[src/rtl/vga_mode_sequencer.sv]
// vga_mode_sequencer: drives the VGA timing generator's enable, write strobe
// and timing fields. A mode change waits for vertical blank (or a timeout),
// stops the generator, loads the new timing table, settles, restarts, and
// keeps pixels blanked until the first full frame of the new mode.
//
// Ports:
//   clk_25m, rst                 pixel clock, synchronous active-high reset
//   mode_req_i/_valid_i/_ready_o mode request handshake (ready only in RUN)
//   hcount_i, vcount_i           timing generator position
//   tg_en_o, tg_we_o             timing generator enable / field write strobe
//   hd_o..hb_o, vd_o..vb_o       timing fields (display/front/sync/back)
//   mode_o                       mode currently programmed
//   blank_o                      force pixel output black
//   done_o                       one-cycle pulse when a request completes
module vga_mode_sequencer #(
  parameter int unsigned DEFAULT_MODE  = 0,
  parameter int unsigned SETTLE_CYCLES = 16,
  parameter int unsigned VB_TIMEOUT    = 2000000
) (
  input  logic        clk_25m,
  input  logic        rst,
  input  logic [1:0]  mode_req_i,
  input  logic        mode_req_valid_i,
  output logic        mode_req_ready_o,
  input  logic [10:0] hcount_i,
  input  logic [9:0]  vcount_i,
  output logic        tg_en_o,
  output logic        tg_we_o,
  output logic [10:0] hd_o,
  output logic [10:0] hf_o,
  output logic [10:0] hr_o,
  output logic [10:0] hb_o,
  output logic [9:0]  vd_o,
  output logic [9:0]  vf_o,
  output logic [9:0]  vr_o,
  output logic [9:0]  vb_o,
  output logic [1:0]  mode_o,
  output logic        blank_o,
  output logic        done_o
);

  localparam int unsigned SC_W = (SETTLE_CYCLES > 1) ? $clog2(SETTLE_CYCLES) : 1;
  localparam int unsigned TO_W = (VB_TIMEOUT > 1) ? $clog2(VB_TIMEOUT) : 1;
  localparam logic [1:0]      DEF_MODE   = 2'(DEFAULT_MODE);
  localparam logic [SC_W-1:0] SETTLE_MAX = SC_W'(SETTLE_CYCLES - 1);
  localparam logic [TO_W-1:0] VB_MAX     = TO_W'(VB_TIMEOUT - 1);

  typedef enum logic [2:0] {
    S_LOAD,
    S_SETTLE,
    S_WAIT_SOF,
    S_RUN,
    S_WAIT_VB,
    S_STOP
  } state_e;

  typedef struct packed {
    logic [10:0] hd;
    logic [10:0] hf;
    logic [10:0] hr;
    logic [10:0] hb;
    logic [9:0]  vd;
    logic [9:0]  vf;
    logic [9:0]  vr;
    logic [9:0]  vb;
  } timing_t;

  // Timing table lookup
  function automatic timing_t mode_timing(input logic [1:0] m);
    timing_t t;
    case (m)
      2'd0:    t = '{hd: 11'd640,  hf: 11'd16, hr: 11'd96,  hb: 11'd48,
                     vd: 10'd480,  vf: 10'd10, vr: 10'd2,   vb: 10'd33};
      2'd1:    t = '{hd: 11'd800,  hf: 11'd40, hr: 11'd128, hb: 11'd88,
                     vd: 10'd600,  vf: 10'd1,  vr: 10'd4,   vb: 10'd23};
      2'd2:    t = '{hd: 11'd1024, hf: 11'd24, hr: 11'd136, hb: 11'd160,
                     vd: 10'd768,  vf: 10'd3,  vr: 10'd6,   vb: 10'd29};
      default: t = '{hd: 11'd1366, hf: 11'd70, hr: 11'd143, hb: 11'd213,
                     vd: 10'd768,  vf: 10'd3,  vr: 10'd3,   vb: 10'd24};
    endcase
    return t;
  endfunction

  state_e          state_q, state_d;
  logic [1:0]      target_q, target_d;
  logic [1:0]      mode_q, mode_d;
  timing_t         timing_q, timing_d;
  logic [SC_W-1:0] settle_cnt_q, settle_cnt_d;
  logic [TO_W-1:0] vb_cnt_q, vb_cnt_d;
  logic            pending_q, pending_d;   // a reprogramming request awaits its done pulse
  logic            tg_en_q, tg_en_d;
  logic            tg_we_q, tg_we_d;
  logic            blank_q, blank_d;
  logic            done_q, done_d;

  // State and output registers
  always_ff @(posedge clk_25m) begin
    if (rst) begin
      state_q      <= S_LOAD;
      target_q     <= DEF_MODE;
      mode_q       <= DEF_MODE;
      timing_q     <= mode_timing(DEF_MODE);
      settle_cnt_q <= '0;
      vb_cnt_q     <= '0;
      pending_q    <= 1'b0;
      tg_en_q      <= 1'b0;
      tg_we_q      <= 1'b0;
      blank_q      <= 1'b1;
      done_q       <= 1'b0;
    end else begin
      state_q      <= state_d;
      target_q     <= target_d;
      mode_q       <= mode_d;
      timing_q     <= timing_d;
      settle_cnt_q <= settle_cnt_d;
      vb_cnt_q     <= vb_cnt_d;
      pending_q    <= pending_d;
      tg_en_q      <= tg_en_d;
      tg_we_q      <= tg_we_d;
      blank_q      <= blank_d;
      done_q       <= done_d;
    end
  end

  // Next-state and next-output logic
  always_comb begin
    state_d      = state_q;
    target_d     = target_q;
    mode_d       = mode_q;
    timing_d     = timing_q;
    settle_cnt_d = settle_cnt_q;
    vb_cnt_d     = vb_cnt_q;
    pending_d    = pending_q;
    tg_we_d      = 1'b0;
    done_d       = 1'b0;

    case (state_q)
      S_LOAD: begin
        timing_d     = mode_timing(target_q);
        mode_d       = target_q;
        tg_we_d      = 1'b1;
        settle_cnt_d = SETTLE_MAX;
        state_d      = S_SETTLE;
      end
      S_SETTLE: begin
        if (settle_cnt_q == '0) begin
          state_d = S_WAIT_SOF;
        end else begin
          settle_cnt_d = settle_cnt_q - SC_W'(1);
        end
      end
      S_WAIT_SOF: begin
        if (hcount_i == '0 && vcount_i == '0) begin
          state_d   = S_RUN;
          done_d    = pending_q;   // silent after reset: no request pending
          pending_d = 1'b0;
        end
      end
      S_RUN: begin
        if (mode_req_valid_i) begin
          target_d = mode_req_i;
          if (mode_req_i == mode_q) begin
            // Back-to-back same-mode accepts must not stretch done into two cycles
            done_d = ~done_q;
          end else begin
            state_d   = S_WAIT_VB;
            vb_cnt_d  = '0;
            pending_d = 1'b1;
          end
        end
      end
      S_WAIT_VB: begin
        if ((vcount_i == timing_q.vd && hcount_i == '0) || vb_cnt_q == VB_MAX) begin
          state_d = S_STOP;
        end else begin
          vb_cnt_d = vb_cnt_q + TO_W'(1);
        end
      end
      S_STOP: begin
        state_d = S_LOAD;
      end
      default: begin
        state_d = S_LOAD;
      end
    endcase

    // Enable and blank follow the state being entered so they are registered
    tg_en_d = (state_d == S_WAIT_SOF) || (state_d == S_RUN) || (state_d == S_WAIT_VB);
    blank_d = !((state_d == S_RUN) || (state_d == S_WAIT_VB));
  end

  assign mode_req_ready_o = (state_q == S_RUN);
  assign tg_en_o          = tg_en_q;
  assign tg_we_o          = tg_we_q;
  assign blank_o          = blank_q;
  assign done_o           = done_q;
  assign mode_o           = mode_q;
  assign hd_o             = timing_q.hd;
  assign hf_o             = timing_q.hf;
  assign hr_o             = timing_q.hr;
  assign hb_o             = timing_q.hb;
  assign vd_o             = timing_q.vd;
  assign vf_o             = timing_q.vf;
  assign vr_o             = timing_q.vr;
  assign vb_o             = timing_q.vb;

endmodule

[config.mk]
export PLATFORM = sky130hd
export DESIGN_NAME = vga_mode_sequencer
export DESIGN_NICKNAME = d
export VERILOG_FILES = /design/src/rtl/vga_mode_sequencer.sv
export SDC_FILE = /design/constraint.sdc
export NUM_CORES = 1
export LEC_CHECK = 0
export BUFFER_PORTS_ARGS = -buffer_cell sky130_fd_sc_hd__buf_2
export CORE_MARGIN = 2
export CORE_UTILIZATION = 50
export CTS_BUF_LIST = sky130_fd_sc_hd__clkbuf_4
export DETAILED_ROUTE_END_ITERATION = 7
export PLACE_DENSITY = 0.82
export SYNTH_ARGS = -nofsm -noshare
export SYNTH_HDL_FRONTEND = slang
export SYNTH_SLANG_ARGS = --single-unit
[constraint.sdc]
create_clock -name clk_25m -period 3.23 [get_ports clk_25m]
set_input_delay 0.1615 -clock clk_25m [delete_from_list [all_inputs] [get_ports clk_25m]]
set_output_delay 0.1615 -clock clk_25m [all_outputs]
set_load 0.005 [all_outputs]
==> results of run 1 <==
cell families (layout without fill, tap and decap cells):
| logic type | after synthesis | after routing |
|---|---|---|
| AND/OR/NAND/NOR | 142 | 142 |
| buffers and inverters | 92 | 96 |
| flip-flops | 49 | 49 |
| AO/OA/AOI/OAI | 46 | 46 |
| XOR/XNOR | 16 | 16 |
| adder cells (fa/ha/maj) | 9 | 9 |
| multiplexers | 4 | 4 |
| other | 1 | 36 |
sequential cells by signal (all words and copies together) (netlist names):
signal / count
hf_o: 2
vb_o: 1
target_q: 2
mode_o: 2
pending_q: 1
hr_o: 1
settle_cnt_q: 4
blank_o: 1
state_q: 3
vf_o: 1
vb_cnt_q: 21
hd_o: 5
vd_o: 1
tg_we_o: 1
hb_o: 1
tg_en_o: 1
done_o: 1
routing by layer:
| metal | part of all wire | up-vias | wire, um |
|---|---|---|---|
| met5 | 0 | - | 0 |
| met4 | 0.0076 | 0 | 44 |
| met3 | 0.065 | 4 | 376 |
| met2 | 0.51 | 87 | 2930 |
| met1 | 0.42 | 1121 | 2440 |
| li1 | - | 1206 | - |
synth_stat cells, types with 8 or more instances:
library cell / n
dfxtp_1: 49
nand3_1: 10
nand2_1: 29
nor4_1: 9
nor2_1: 37
clkbuf_1: 8
a21oi_1: 16
ha_1: 9
nand4_1: 8
xnor2_1: 14
buf_4: 72
nor3_1: 18
worst max-delay path, delay by kind of cell, from the launching register on:
kind | cells | cell delay (ns)
flip-flops | 1 | 0.38
AO/OA/AOI/OAI | 1 | 0.44
AND/OR/NAND/NOR | 4 | 0.97
multiplexers | 1 | 0.37
layout by cell type (no fill, tap or decap), types with 5 or more instances in the layout:
| cell type | n |
|---|---|
| nor4_1 | 9 |
| conb_1 | 36 |
| a211o_1 | 5 |
| a21oi_1 | 16 |
| nand4_1 | 8 |
| o21ai_0 | 5 |
| xnor2_1 | 14 |
| nand2_1 | 29 |
| nand3_1 | 10 |
| nor2_1 | 37 |
| inv_1 | 6 |
| and3_1 | 7 |
| buf_2 | 80 |
| dfxtp_1 | 49 |
| clkbuf_4 | 5 |
| ha_1 | 9 |
| nor3_1 | 18 |
metrics by stage:
stage | area (um2) | total power, uW | hold WS, ns | util | instances
finish | 3080 | 1250 | 0.0495 | 0.529 | 473
global route | 3080 | 1320 | 0.0558 | 0.529 | 473
CTS | 3080 | 1260 | 0.0346 | 0.529 | 473
detailed placement | 2990 | 898 | 0.433 | 0.514 | 465
global placement | 2990 | 892 | 0.425 | 0.514 | 465
floorplan | 3090 | 877 | 0.305 | - | 394
layout make-up:
cell class              instances  share of cell area
multi-input cells             253               0.481
flip-flops and latches         49               0.319
repair buffers                 82               0.135
well taps                      75              0.0305
clock inverters                 3              0.0151
clock buffers                   5              0.0122
inverters                       6             0.00732
power groups by stage:
stage,clock [uW],sequential [uW],combinational (uW)
floorplan,0,675,201
global placement,0,679,213
detailed placement,0,681,217
CTS,375,668,218
global route,400,673,246
finish,366,668,217
worst min-delay path by stage:
stage | endpoint | slack, ns
floorplan | target_q[0]$_SDFFE_PP0P_ | 0.31
global placement | target_q[0]$_SDFFE_PP0P_ | 0.42
detailed placement | target_q[0]$_SDFFE_PP0P_ | 0.43
CTS | target_q[0]$_SDFFE_PP0P_ | 0.03
global route | target_q[0]$_SDFFE_PP0P_ | 0.06
finish | target_q[0]$_SDFFE_PP0P_ | 0.05
==> qor.yml, run 1 <==
ys.flop_type: "dfxtp_1"
synth-edff-count: 0
fmax_mhz: 452
route.detailed.drc: 0
clock-sinks: 49
die_h_um: 80.9
cts_resized: 0
syn_to_final_growth_pct: 4.02
synth_top_area_frac: 0.332
worstPathRequired_ns: 3.55
pre_cts_ws_ns: 1.05
endpoint: "vb_cnt_q[0]$_SDFFE_PP0P_"
die_x_um: 80.9
n_antenna_cell: 0
seq_area_frac_synth: 0.332
p_comb_frac: 0.173
slowest_delay_ns: 0.44
yosys.area_share.adder: 0.0381
power_frac_clock: 0.292
cts_setup_buffers: 0
r2r_start: "vb_cnt_q[20]$_SDFFE_PP0P_"
core.rowCount: 28
grt_pass1_vias: 2032
syn_area_mm2: 0.00296
fin_worst_skew_ns: 0.0212
rsz0062_at_grt: "false"
yosys-mux-area-fraction: 0.0140
async_flop_share: 0
cts_tree: "yes"
fin_crit_sh: 0.685
htree_num_levels: 2
crit_fanout: 11
min-delay-start: "mode_req_i[0]"
ioPinCount: 117
grt_max_degree: 31
viasPerCell: 5.11
synth_top_area_cell: "dfxtp_1"
cts-hold-fix-buffers: 0
internal_power_uw: 894
totalWireLength_um: 5790
p_per_area_mw_per_mm2: 407
grt.met2_usage: 0.301
drive_above_1_share: 0.244
ys_warn_count: 0
crit_type: "reg2reg"
busiest_layer: "met2"
synth_top_family_by_area: "simple AND/OR/NAND/NOR gates"
avgRoutedWirePerCell_um: 12.2
vias: 2418
timing.final.ws_setup_ns: 1.02
regToRegSetupSlack_ns: 1.02
yosysUniqueCellTypes: 53
synth_simple_gate_area_frac: 0.251
drv_cap: 0
crit_start: "vb_cnt_q[20]$_SDFFE_PP0P_"
status: "complete, no violations"
tns_ns: 0
core_mm2: 0.00582
worstHoldPathType: "in2reg"
drv_slew: 0
antenna_found_initial: 0
synth_area_leaders: "dfxtp_1 (33%), buf_4 (18%), nor2_1 (4.7%)"
gp_congestion: 0.821
seqCellArea_um2: 981
swShare: 0.286
critPathCaptureType: "flip-flop"
use_met3: 0.0278
finalSetupViolCount: 0
seq_power_share: 0.534
grt_pass1_wl_um: 9120
min_period_ns: 2.21
slew-limit-headroom: 0.521
met1_usage: 0.222
multi_input_area_mm2: 0.00148
clk_pin_slew_worst_paths_ns: 0.15
synth_compound_area_frac: 0.104
cts_buffers: 5
regToRegEndpoint: "vb_cnt_q[0]$_SDFFE_PP0P_"
dp_hpwl_um: 4390
syn-mean-instance-area_um2: 8.24
crit_path_top_delay_cell: "o21ai_2"
cp.arrival_ns: 2.54
crit_chain: "nor4bb_1 -> nand4_2 -> o21ai_2 -> or2_0 -> mux2_2 -> nor2_1"
switchingPower_uw: 358
io_buffers: 80
crit_path_start_kind: "flip-flop"
synth-seq-cells: 49
syn_inst: 359
layout.nets: 432
cts-root-buf: "clkbuf_4"
drtPass1Iterations: 4
worst_pin_slew_ns: 0.718
peakVddDrop_v: 0.000216
p_leak_uw: 0.00138
die_area_mm2: 0.00654
holdPathStages: 3
synthXorXnorAreaFrac: 0.0474
clk_latency_ns: 0.37
reg2reg_depth: 6
initial_core_util: 0.508
hold_violations: 0
cts_buffer_depth: 2
fillers: 538
drtAntennaViolNets: 0
initialDrtViolationCount: 184
grt-ovfl-total: 0
grt_usage: 0.174
Note: power is estimated with default switching activity, not from simulation.
==> run 2: changes to the inputs <==
--- a/config.mk
+++ b/config.mk
@@ -7,10 +7,10 @@
 export LEC_CHECK = 0
 export BUFFER_PORTS_ARGS = -buffer_cell sky130_fd_sc_hd__buf_2
 export CORE_MARGIN = 2
-export CORE_UTILIZATION = 50
+export CORE_UTILIZATION = 46
 export CTS_BUF_LIST = sky130_fd_sc_hd__clkbuf_4
 export DETAILED_ROUTE_END_ITERATION = 7
-export PLACE_DENSITY = 0.82
+export PLACE_DENSITY = 0.79
 export SYNTH_ARGS = -nofsm -noshare
 export SYNTH_HDL_FRONTEND = slang
 export SYNTH_SLANG_ARGS = --single-unit
==> constraint.sdc (replaced) <==
create_clock -name clk_25m -period 2 [get_ports clk_25m]
set_input_delay 0.1 -clock clk_25m [delete_from_list [all_inputs] [get_ports clk_25m]]
set_output_delay 0.1 -clock clk_25m [all_outputs]
set_load 0.005 [all_outputs]
==> qor.yml, run 2 (synthesis results as in run 1) <==
status: "complete, no violations"
grt_pass1_wl_um: 9590
regMostFlops: "vb_cnt_q"
grt-ovfl-total: 0
totalWireLength_um: 5890
worst_pin_slew_ns: 0.645
grt_max_degree: 31
min-delay-start: "mode_req_valid_i"
layout_common_cells: "buf_2 (80), dfxtp_1 (49), nor2_1 (37)"
ioPinCount: 117
cts-root-buf: "clkbuf_4"
antenna_found_initial: 0
cts_buffers: 5
slew-limit-headroom: 0.570
p_per_area_mw_per_mm2: 598
hold_violations: 0
drtPass1Iterations: 4
drive_above_1_share: 0.273
cp.arrival_ns: 2.19
core.rowCount: 29
fin_crit_sh: 0.938
n_antenna_cell: 0
dp_hpwl_um: 4430
grt_pass1_vias: 2088
cts_buffer_depth: 2
worstHoldPathType: "in2reg"
syn_to_final_growth_pct: 8.29
rsz0062_at_grt: "true"
pre_cts_ws_ns: 0.0916
crit_chain: "nor4bb_1 -> nand4_2 -> o21ai_2 -> buf_4 -> nor4_4 -> buf_4 -> a21o_1 -> a21oi_1"
crit_path_start_kind: "flip-flop"
fin_worst_skew_ns: 0.0129
regToRegSetupSlack_ns: 0.12
worstPathRequired_ns: 2.31
drv_cap: 0
grt_usage: 0.164
timing.final.ws_setup_ns: 0.124
finalSetupViolCount: 0
route.detailed.drc: 0
die_h_um: 84.2
io_buffers: 80
avgRoutedWirePerCell_um: 11.9
p_leak_uw: 0.00146
initialDrtViolationCount: 132
holdPathStages: 3
die_x_um: 84.2
die_area_mm2: 0.00708
initial_core_util: 0.471
fin_total_pwr_uw: 1910
layout_commonest_cell: "buf_2"
largest_reg_flops: 21
clock-sinks: 49
crit_fanout: 8
regToRegEndpoint: "vb_cnt_q[17]$_SDFFE_PP0P_"
utilization: 0.510
gp_congestion: 0.849
drtAntennaViolNets: 0
crit_type: "reg2reg"
clk_latency_ns: 0.37
fmax_mhz: 533
crit_path_top_delay_cell: "dfxtp_1"
clk_pin_slew_worst_paths_ns: 0.14
htree_num_levels: 2
vias: 2469
slowest_delay_ns: 0.42
drv_slew: 0
cts_tree: "yes"
r2r_start: "vb_cnt_q[15]$_SDFFE_PP0P_"
fillers: 602
viasPerCell: 5.00
critPathCaptureType: "flip-flop"
peakVddDrop_v: 0.000336
path_common_cell: "buf_4"
min_period_ns: 1.88
reg2reg_depth: 8
layout.nets: 451
core_mm2: 0.00628
holdPathEnd: "state_q[1]$_SDFF_PP0_"
whs_ns: 0.114
==> run 2: how the worst max path moves through the flow <==
stage                              start                   endpoint  slack [ns]  cells past startpoint
2_1_floorplan       hd_o[7]$_SDFFE_PP1P_  vb_cnt_q[19]$_SDFFE_PP0P_        0.18                      7
3_3_place_gp        hd_o[5]$_SDFFE_PP0P_  vb_cnt_q[19]$_SDFFE_PP0P_        0.15                      6
3_5_place_dp        hd_o[5]$_SDFFE_PP0P_  vb_cnt_q[15]$_SDFFE_PP0P_        0.09                      7
4_1_cts             hd_o[5]$_SDFFE_PP0P_  vb_cnt_q[15]$_SDFFE_PP0P_        0.07                      7
5_1_grt             vf_o[0]$_SDFFE_PP0P_  vb_cnt_q[17]$_SDFFE_PP0P_       -0.01                      8
6_report       vb_cnt_q[15]$_SDFFE_PP0P_  vb_cnt_q[17]$_SDFFE_PP0P_        0.12                      8
==> run 2: final cells by class <==
class / instances / area, um2 / area share
clock buffers: 6 / 45.0 / 0.0141
clock inverters: 2 / 15.0 / 0.00469
inverters: 6 / 22.5 / 0.00703
multi-input cells: 253 / 1480 / 0.462
flip-flops and latches: 49 / 981 / 0.306
well taps: 77 / 96.3 / 0.0301
repair buffers: 101 / 563 / 0.176
==> run 2: metrics by stage <==
step,TNS [ns],instance area [um2],instances
floorplan,0,3090,394
global placement,0,3110,483
detailed placement,0,3110,483
CTS,0,3190,493
global route,-0.0318,3200,494
finish,0,3200,494
==> run 2: per-layer routing <==
layer	up-vias	part of all wire	track usage
li1	1243	-	-
met1	1133	0.45	0.214
met2	84	0.48	0.265
met3	9	0.058	0.0324
met4	0	0.020	0.0689
met5	-	0	0
==> run 2: worst max-delay path, delay by kind of cell, from the launching register on <==
family                 cells  cell delay [ns]
AO/OA/AOI/OAI              3             0.48
buffers and inverters      2             0.36
flip-flops                 1             0.42
AND/OR/NAND/NOR            3             0.56
==> run 2: repair_timing <==
| action | 4_1_cts | 5_1_grt |
|---|---|---|
| hold buffers | 2 | 0 |
| setup buffers | 0 | 1 |
| endpoints found under the hold margin | 2 | 0 |
| setup endpoints to repair | 0 | 4 |
| gates resized for setup | 0 | 1 |
==> run 2: power breakdown <==
group	internal, uW	switching (uW)	total (uW)
sequential	1030	41.7	1070
combinational	166	212	378
clock	151	315	466
==> run 3: changes to the inputs <==
--- a/config.mk
+++ b/config.mk
@@ -7,10 +7,9 @@
 export LEC_CHECK = 0
 export BUFFER_PORTS_ARGS = -buffer_cell sky130_fd_sc_hd__buf_2
 export CORE_MARGIN = 2
-export CORE_UTILIZATION = 46
+export CORE_UTILIZATION = 31
 export CTS_BUF_LIST = sky130_fd_sc_hd__clkbuf_4
 export DETAILED_ROUTE_END_ITERATION = 7
-export PLACE_DENSITY = 0.79
 export SYNTH_ARGS = -nofsm -noshare
 export SYNTH_HDL_FRONTEND = slang
 export SYNTH_SLANG_ARGS = --single-unit
==> qor.yml, run 3 (synthesis results as in run 1) <==
slowest_delay_ns: 0.52
largest_reg_flops: 21
crit_type: "reg2reg"
min-delay-start: "mode_req_i[1]"
worstPathRequired_ns: 2.29
drv_slew: 0
worstHoldPathType: "in2reg"
drtAntennaViolNets: 0
crit_chain: "and3_1 -> o22ai_1 -> nor3_2 -> or2_1 -> or4_1 -> a21oi_1"
clock-sinks: 49
path_buf_inv: 0
grt.met2_usage: 0.201
grt_usage: 0.120
cts_tree: "yes"
regToRegSetupSlack_ns: 0.10
regToRegEndpoint: "vb_cnt_q[19]$_SDFFE_PP0P_"
hold_violations: 0
totalWireLength_um: 6330
met1_usage: 0.151
p_per_area_mw_per_mm2: 582
initialDrtViolationCount: 82
utilization: 0.350
pre_cts_ws_ns: 0.0721
core_mm2: 0.00924
status: "complete, no violations"
reg2reg_depth: 6
die_x_um: 102
htree_num_levels: 2
crit_fanout: 6
avgRoutedWirePerCell_um: 11.7
peakVddDrop_v: 0.000231
layout.nets: 449
grt_pass1_wl_um: 9890
syn_to_final_growth_pct: 9.48
min_period_ns: 1.90
busiest_layer: "met2"
drtPass1Iterations: 6
grt_max_degree: 21
fillers: 1002
grt_pass1_vias: 2139
timing.final.ws_setup_ns: 0.104
holdPathEnd: "target_q[1]$_SDFFE_PP0P_"
cts-root-buf: "clkbuf_4"
slew-limit-headroom: 0.557
layout_common_cells: "buf_2 (80), dfxtp_1 (49), nor2_1 (37)"
core.rowCount: 35
cts_buffers: 5
r2r_start: "hd_o[7]$_SDFFE_PP1P_"
path_delay_family: "simple AND/OR/NAND/NOR gates"
grt-ovfl-total: 0
die_h_um: 102
drv_cap: 0
crit_path_start_kind: "flip-flop"
holdPathStages: 3
gp_congestion: 0.839
fmax_mhz: 527
place_area_mm2: 0.00318
p_leak_uw: 0.00145
use_met3: 0.0248
crit_path_top_delay_cell: "or4_1"
finalSetupViolCount: 0
cp.arrival_ns: 2.19
cts-hold-fix-buffers: 0
fin_crit_sh: 0.948
viasPerCell: 4.59
critPathCaptureType: "flip-flop"
io_buffers: 80
worst_pin_slew_ns: 0.664
initial_core_util: 0.320
die_area_mm2: 0.0103
n_antenna_cell: 0
ioPinCount: 117
layout_commonest_cell: "buf_2"
design_area_mm2: 0.00324
regMostFlops: "vb_cnt_q"
fin_worst_skew_ns: 0.0186
antenna_found_initial: 0
clk_pin_slew_worst_paths_ns: 0.14
clk_latency_ns: 0.36
route.detailed.drc: 0
dp_hpwl_um: 4930
vias: 2491
drive_above_1_share: 0.273
cts_buffer_depth: 2
run 3: cell types whose count changed in the layout (fill, tap and decap cells not counted):
| cell | previous run | this run |
|---|---|---|
| and4_1 | 2 | 1 |
| and4_2 | 0 | 1 |
| clkinv_1 | 0 | 1 |
| clkinvlp_4 | 2 | 0 |
| dlygate4sd3_1 | 2 | 0 |
run 3: worst max-delay path by stage:
stage / cells past startpoint / from / to
3_5_place_dp: 6 / vb_cnt_q[3]$_SDFFE_PP0P_ / vb_cnt_q[0]$_SDFFE_PP0P_
5_1_grt: 8 / vb_cnt_q[15]$_SDFFE_PP0P_ / vb_cnt_q[13]$_SDFFE_PP0P_
2_1_floorplan: 7 / hd_o[7]$_SDFFE_PP1P_ / vb_cnt_q[19]$_SDFFE_PP0P_
6_report: 6 / hd_o[7]$_SDFFE_PP1P_ / vb_cnt_q[19]$_SDFFE_PP0P_
3_3_place_gp: 6 / vb_cnt_q[2]$_SDFFE_PP0P_ / vb_cnt_q[0]$_SDFFE_PP0P_
4_1_cts: 6 / vb_cnt_q[2]$_SDFFE_PP0P_ / vb_cnt_q[0]$_SDFFE_PP0P_
run 3: per-layer routing:
| metal | part of all wire | wire (um) | vias to the layer above |
|---|---|---|---|
| met5 | 0 | 0 | - |
| met4 | 0.014 | 87 | 0 |
| met3 | 0.066 | 421 | 8 |
| met2 | 0.47 | 2980 | 89 |
| met1 | 0.45 | 2840 | 1158 |
| li1 | - | - | 1236 |
run 3: repair_timing:
item	in CTS	in global routing
hold endpoints to repair	0	0
gates resized for setup	0	2
endpoints found under the setup margin	0	8
buffers inserted	0	1
run 3: cell type report:
class	instances	area (um2)	area share
Clock inverter	1	3.75	0.00116
Tap cell	129	161	0.0499
Sequential cell	49	981	0.303
Timing Repair Buffer	99	543	0.168
Clock buffer	6	45.0	0.0139
Inverter	6	22.5	0.00696
Multi-Input combinational cell	253	1480	0.457
run 3: per-stage QoR:
| step | hold WS (ns) | power (uW) | TNS, ns | std cells |
|---|---|---|---|---|
| finish | 0.0172 | 1880 | 0 | 543 |
| global route | 0.0294 | 2000 | -0.000117 | 543 |
| CTS | 0.00620 | 1910 | 0 | 542 |
| detailed placement | 0.390 | 1470 | 0 | 535 |
| global placement | 0.366 | 1460 | 0 | 535 |
| floorplan | 0.244 | 1420 | 0 | 394 |
run 3: where the power goes:
part / total, uW / switching [uW] / internal (uW)
registers: 1070 / 40.8 / 1030
clock network: 441 / 299 / 142
logic: 374 / 211 / 164
total: 1880 / 550 / 1330
run 3: worst reg2reg max path, cell delays in order, from the launching register on:
cell     delay, ns
dfxtp_1       0.35
and3_1        0.14
o22ai_1       0.27
nor3_2        0.12
or2_1         0.31
or4_1         0.52
a21oi_1       0.14
